==> config.mk <==
export PLATFORM = sky130hd
export DESIGN_NAME = fpu_add_arbiter
export DESIGN_NICKNAME = d
export VERILOG_FILES = /design/src/rtl/fpu_add_arbiter.sv
export SDC_FILE = /design/constraint.sdc
export NUM_CORES = 1
export LEC_CHECK = 0
export ABC_AREA = 0
export CORE_AREA = 2 2 153 155
export DETAILED_ROUTE_END_ITERATION = 10
export DIE_AREA = 0 0 155 157
export SLEW_MARGIN = 30
export SYNTH_ARGS = -nofsm -noshare
export SYNTH_HDL_FRONTEND = slang
export SYNTH_SLANG_ARGS = --single-unit
==> constraint.sdc <==
create_clock -name clk -period 9.2 [get_ports clk]
set_clock_uncertainty 0.05 [all_clocks]
set_input_delay 2.76 -clock clk [delete_from_list [all_inputs] [get_ports clk]]
set_output_delay 2.76 -clock clk [all_outputs]
set_load 0.02 [all_outputs]
==> src/rtl/fpu_add_arbiter.sv <==
// rtl/fpu_add_arbiter.sv - round-robin arbiter sharing one pipelined fp32 adder among N requesters
//
// Optional feature macro: FPU_ADD_ARB_SUB_EN (adds req_sub; subtract by flipping operand B sign).
//
// Ports:
//   clk, rst                   clock, asynchronous active-high reset
//   req_valid[N] / req_ready[N] per-requester handshake (req_ready one-hot or zero)
//   req_a, req_b [32*N]         operands, requester i at [32i+31:32i]
//   req_sub[N]                  (FPU_ADD_ARB_SUB_EN only) issue a-b instead of a+b
//   add_a, add_b, add_in_valid  issue interface to the adder
//   add_result                  adder sum, ADD_LATENCY cycles after add_in_valid
//   rsp_valid, rsp_id, rsp_data one-cycle result strobe routed to the owning requester
//   busy                        any operation in flight
module fpu_add_arbiter #(
  parameter int N           = 4,
  parameter int ADD_LATENCY = 1,
  parameter int IDW         = $clog2(N)
) (
  input  logic              clk,
  input  logic              rst,
  input  logic [N-1:0]      req_valid,
  output logic [N-1:0]      req_ready,
  input  logic [32*N-1:0]   req_a,
  input  logic [32*N-1:0]   req_b,
`ifdef FPU_ADD_ARB_SUB_EN
  input  logic [N-1:0]      req_sub,
`endif
  output logic [31:0]       add_a,
  output logic [31:0]       add_b,
  output logic              add_in_valid,
  input  logic [31:0]       add_result,
  output logic              rsp_valid,
  output logic [IDW-1:0]    rsp_id,
  output logic [31:0]       rsp_data,
  output logic              busy
);

  logic [IDW-1:0] ptr;
  logic [IDW-1:0] gnt_id;
  logic [IDW-1:0] nxt_ptr;
  logic [IDW-1:0] issue_id;
  logic [IDW:0]   gsum;
  logic [N-1:0]   rot;
  logic [N-1:0]   gnt;
  logic           found;
  logic [31:0]    sel_a;
  logic [31:0]    sel_b;
  logic           sel_sub;

  // Tag pipeline: one {valid, id} per adder stage; the head lines up with add_result.
  logic [ADD_LATENCY-1:0] tag_v;
  logic [IDW-1:0]         tag_id [ADD_LATENCY];

  // Rotate requests so bit 0 is the requester at the pointer, take the first
  // set bit, then map the rotated position back to a requester id.
  always_comb begin
    rot   = N'({req_valid, req_valid} >> ptr);
    found = 1'b0;
    gsum  = '0;
    for (int k = 0; k < N; k++) begin
      if (!found && rot[k]) begin
        found = 1'b1;
        gsum  = {1'b0, ptr} + (IDW+1)'(k);
      end
    end
    if (gsum >= (IDW+1)'(N)) gsum = gsum - (IDW+1)'(N);
    gnt_id = gsum[IDW-1:0];
  end

  always_comb begin
    gnt     = '0;
    sel_a   = '0;
    sel_b   = '0;
    sel_sub = 1'b0;
    for (int i = 0; i < N; i++) begin
      if (found && (gnt_id == IDW'(i))) begin
        gnt[i] = 1'b1;
        sel_a  = req_a[32*i +: 32];
        sel_b  = req_b[32*i +: 32];
`ifdef FPU_ADD_ARB_SUB_EN
        sel_sub = req_sub[i];
`endif
      end
    end
  end

  assign req_ready = rst ? '0 : gnt;
  assign nxt_ptr   = (gnt_id == IDW'(N-1)) ? '0 : gnt_id + 1'b1;
  assign busy      = add_in_valid | (|tag_v) | rsp_valid;

  always_ff @(posedge clk or posedge rst) begin
    if (rst) begin
      ptr          <= '0;
      add_a        <= '0;
      add_b        <= '0;
      add_in_valid <= 1'b0;
      issue_id     <= '0;
      tag_v        <= '0;
      for (int k = 0; k < ADD_LATENCY; k++) tag_id[k] <= '0;
      rsp_valid    <= 1'b0;
      rsp_id       <= '0;
      rsp_data     <= '0;
    end else begin
      add_in_valid <= found;
      if (found) begin
        add_a    <= sel_a;
        // Subtraction only touches the sign of B; zeros and NaNs flip sign too.
        add_b    <= sel_b ^ {sel_sub, 31'd0};
        issue_id <= gnt_id;
        ptr      <= nxt_ptr;
      end
      // Stage 0 loads on the cycle the adder sees add_in_valid.
      tag_v[0]  <= add_in_valid;
      tag_id[0] <= issue_id;
      for (int k = 1; k < ADD_LATENCY; k++) begin
        tag_v[k]  <= tag_v[k-1];
        tag_id[k] <= tag_id[k-1];
      end
      rsp_valid <= tag_v[ADD_LATENCY-1];
      if (tag_v[ADD_LATENCY-1]) begin
        rsp_id   <= tag_id[ADD_LATENCY-1];
        rsp_data <= add_result;
      end
    end
  end

endmodule

==> results.yml <==
job:
  maxCapViolations: 0
sta:
  slew_viol_final: 0
  rsz0062_at_grt: "no"
  post-route-period-util_pct: 86.92
  setup_viol: 0
  worst_pin_slew_ps: 968.9
  layout_min_cycle_time_ps: 7996
  fmax_mhz: 125.1
  fin_tns_setup_ps: 0
  hold_violations: 0
  whs_ps: 352.5
  max_slew_margin_pct: 35.40
setup_path:
  cp-end-kind: "output pin"
  crit_top_cell: "clkdlybuf4s50_1"
  r2r_cells: 8
  slowest_delay_ps: 630
  reg2reg_to: "add_b[8]"
  cp_slowest_cell: "clkdlybuf4s50_1"
  ff2ff_setup_slack_ps: 5730
  critical_path_class: "in2out"
  cp-start-kind: "input port"
  crit_arrival_ps: 5190
  crit_required_ps: 6390
  crit_fanout: 5
  rr_startpoint: "ptr[1]"
  crit_chain: "clkdlybuf4s50_1 > mux2i_1 > nor2_1 > nor3_1 > ha_4 > and3_1 > clkdlybuf4s50_1"
clock_network:
  numCtsBuffers: 9
  h-tree-depth: 3
  clkTransAtPathRegs_ps: 70
  clockBufferDepth: 2
  cts_hold_buffers: 0
  post_cts_buffers: 0
  cts_root_buffer: "clkbuf_16"
  ctsResizeCount: 0
  clock_latency_ps: 360
  cts_tree: "built"
  cts_sinks: 107
logic_synthesis:
  synth.distinct_cells: 27
  async_flop_share_pct: 100.0
  netlist_instances: 690
  synth-seq-area-share_pct: 43.58
  avgSynthCellArea_sq_um: 8.905
  synth_area_sq_mm: 0.006145
  syn_nets: 988
  synth_edf_count: 0
  synthFlopType: "dfrtp_1"
  synth-seq-cells: 107
  synth_warnings: 0
placement:
  hpwl_mm: 17.98
  port_buffers: 398
  routabilityCongestion: 0.7715
  place_area_sq_mm: 0.01032
final_layout:
  antenna_cells: 0
  nFillCells: 2188
  areaGrowthSynthToFinish_pct: 73.06
  drive_above_1_share_pct: 6.584
  nNetsFinal: 1341
  seq_area_sq_mm: 0.002678
  stdcell_area_sq_mm: 0.01063
  multiInputGateArea_sq_mm: 0.002967
power:
  leakage_nw: 4.310
  peakVddDrop_mv: 0.1219
  powerDensity_mw_per_mm2: 240.6
floorplan:
  initial_core_util_pct: 27.31
  boundaryPins: 399
  rows: 55
  die_area_sq_mm: 0.02434
  core_sq_mm: 0.02250
  die_w_um: 155
  die_y_um: 157
grt:
  grt_max_degree: 129
  antenna_found_initial: 0
  grt.total_usage_pct: 19.87
  gr-total-overflow: 0
  grt_pass1_vias: 6408
  grt_pass1_wl_mm: 37.16
routing:
  drcViolationCount: 0
  routedWlPerCell_um: 19.02
  drt_iter0_drc: 300
  vias: 6577
  wl_mm: 25.35
  ant_nets: 0
  vias_per_cell: 4.934
  drt_pre_antenna_iters: 4
hold_path:
  hp-class: "reg2reg"
  min-delay-start: "issue_id[1]"
  min_to: "tag_id[1]"
  hold_depth: 0
outcome:
  outcome: "complete, no violations"
[layout make-up]
type | count | area share [%]
repair buffers | 409 | 38.28
multi-input cells | 449 | 27.90
flip-flops and latches | 107 | 25.18
well taps | 285 | 3.353
inverters | 67 | 2.389
clock buffers | 9 | 2.118
clock inverters | 7 | 0.7883
[cell families (layout without fill, tap and decap cells)]
kind of cell / count (synthesis) / in the layout / synth area share [%]
DFF: 107 / 107 / 43.58
buffers and inverters: 134 / 492 / 8.797
adders and majority gates: 4 / 4 / 0.8145
muxes: 35 / 35 / 6.394
and+or+nand+nor: 148 / 148 / 13.68
AOI/OAI and AO/OA: 262 / 262 / 26.74
[synthesized netlist by cell type, types with 2 or more instances]
cell | number | area [sq um]
inv_1 | 66 | 247.7
and3_1 | 4 | 25.02
ha_1 | 4 | 50.05
nand3b_1 | 64 | 480.5
or3_1 | 2 | 12.51
nand2_1 | 6 | 22.52
dfrtp_1 | 107 | 2678
nor2_1 | 66 | 247.7
buf_4 | 5 | 37.54
a21oi_1 | 194 | 970.9
clkbuf_1 | 46 | 172.7
buf_2 | 15 | 75.07
mux2_2 | 34 | 382.9
a221o_1 | 64 | 640.6
[worst max-delay path by stage]
| stage | startpoint | to | slack [ps] | cells past startpoint |
|---|---|---|---|---|
| 2_1_floorplan | rst | req_ready[1] | 830 | 2 |
| 3_3_place_gp | req_valid[2] | req_ready[1] | 1270 | 7 |
| 3_5_place_dp | req_valid[2] | req_ready[1] | 1190 | 7 |
| 4_1_cts | req_valid[2] | req_ready[1] | 1190 | 7 |
| 5_1_grt | req_valid[2] | req_ready[1] | 1090 | 7 |
| 6_report | req_valid[2] | req_ready[1] | 1200 | 7 |
[layer usage]
metal,global-route usage (%),routed length [um]
met5,0,0
met4,5.556,446
met3,6.580,2266
met2,36.28,12750
met1,22.08,9889
[power by group]
part / switching [mW] / total (mW) / internal, mW
Clock: 0.199 / 0.416 / 0.217
Combinational: 0.739 / 1.42 / 0.679
Sequential: 0.0911 / 0.724 / 0.633
Total: 1.03 / 2.56 / 1.53
[cells in the final DEF (no fill, tap or decap), types with 3 or more instances in the layout]
cell	netlist	routed
buf_4	5	10
a221o_1	64	64
nor2_1	66	66
nand2_1	6	6
and3_1	4	4
inv_1	66	65
clkdlybuf4s50_1	0	398
a21oi_1	194	194
dfrtp_1	107	107
nand3b_1	64	64
clkbuf_16	0	9
ha_4	0	3
mux2_2	34	34
[stage by stage]
step	total power [mW]	std cells	setup WS (ps)	utilization, %
final	2.558	1333	1204	47.26
after global routing	2.728	1333	1090	47.26
after CTS	2.598	1333	1185	47.26
after detailed placement	2.171	1317	1188	45.88
after global placement	2.163	1317	1268	45.87
after floorplan	1.522	690	828.2	-
[state kept, by name, summed over array words and instances (netlist names)]
| signal | flops |
|---|---|
| tag_id | 2 |
| add_b | 32 |
| rsp_id | 2 |
| rsp_data | 32 |
| tag_v | 1 |
| ptr | 2 |
| add_in_valid | 1 |
| issue_id | 2 |
| add_a | 32 |
| rsp_valid | 1 |
[worst max-delay path, delay by kind of cell]
family,cells,cell delay [ps]
buf+inv,2,1160
simple gates,3,820
fa+ha+maj,1,230
mux,1,210
Note: power is estimated with default switching activity, not from simulation.
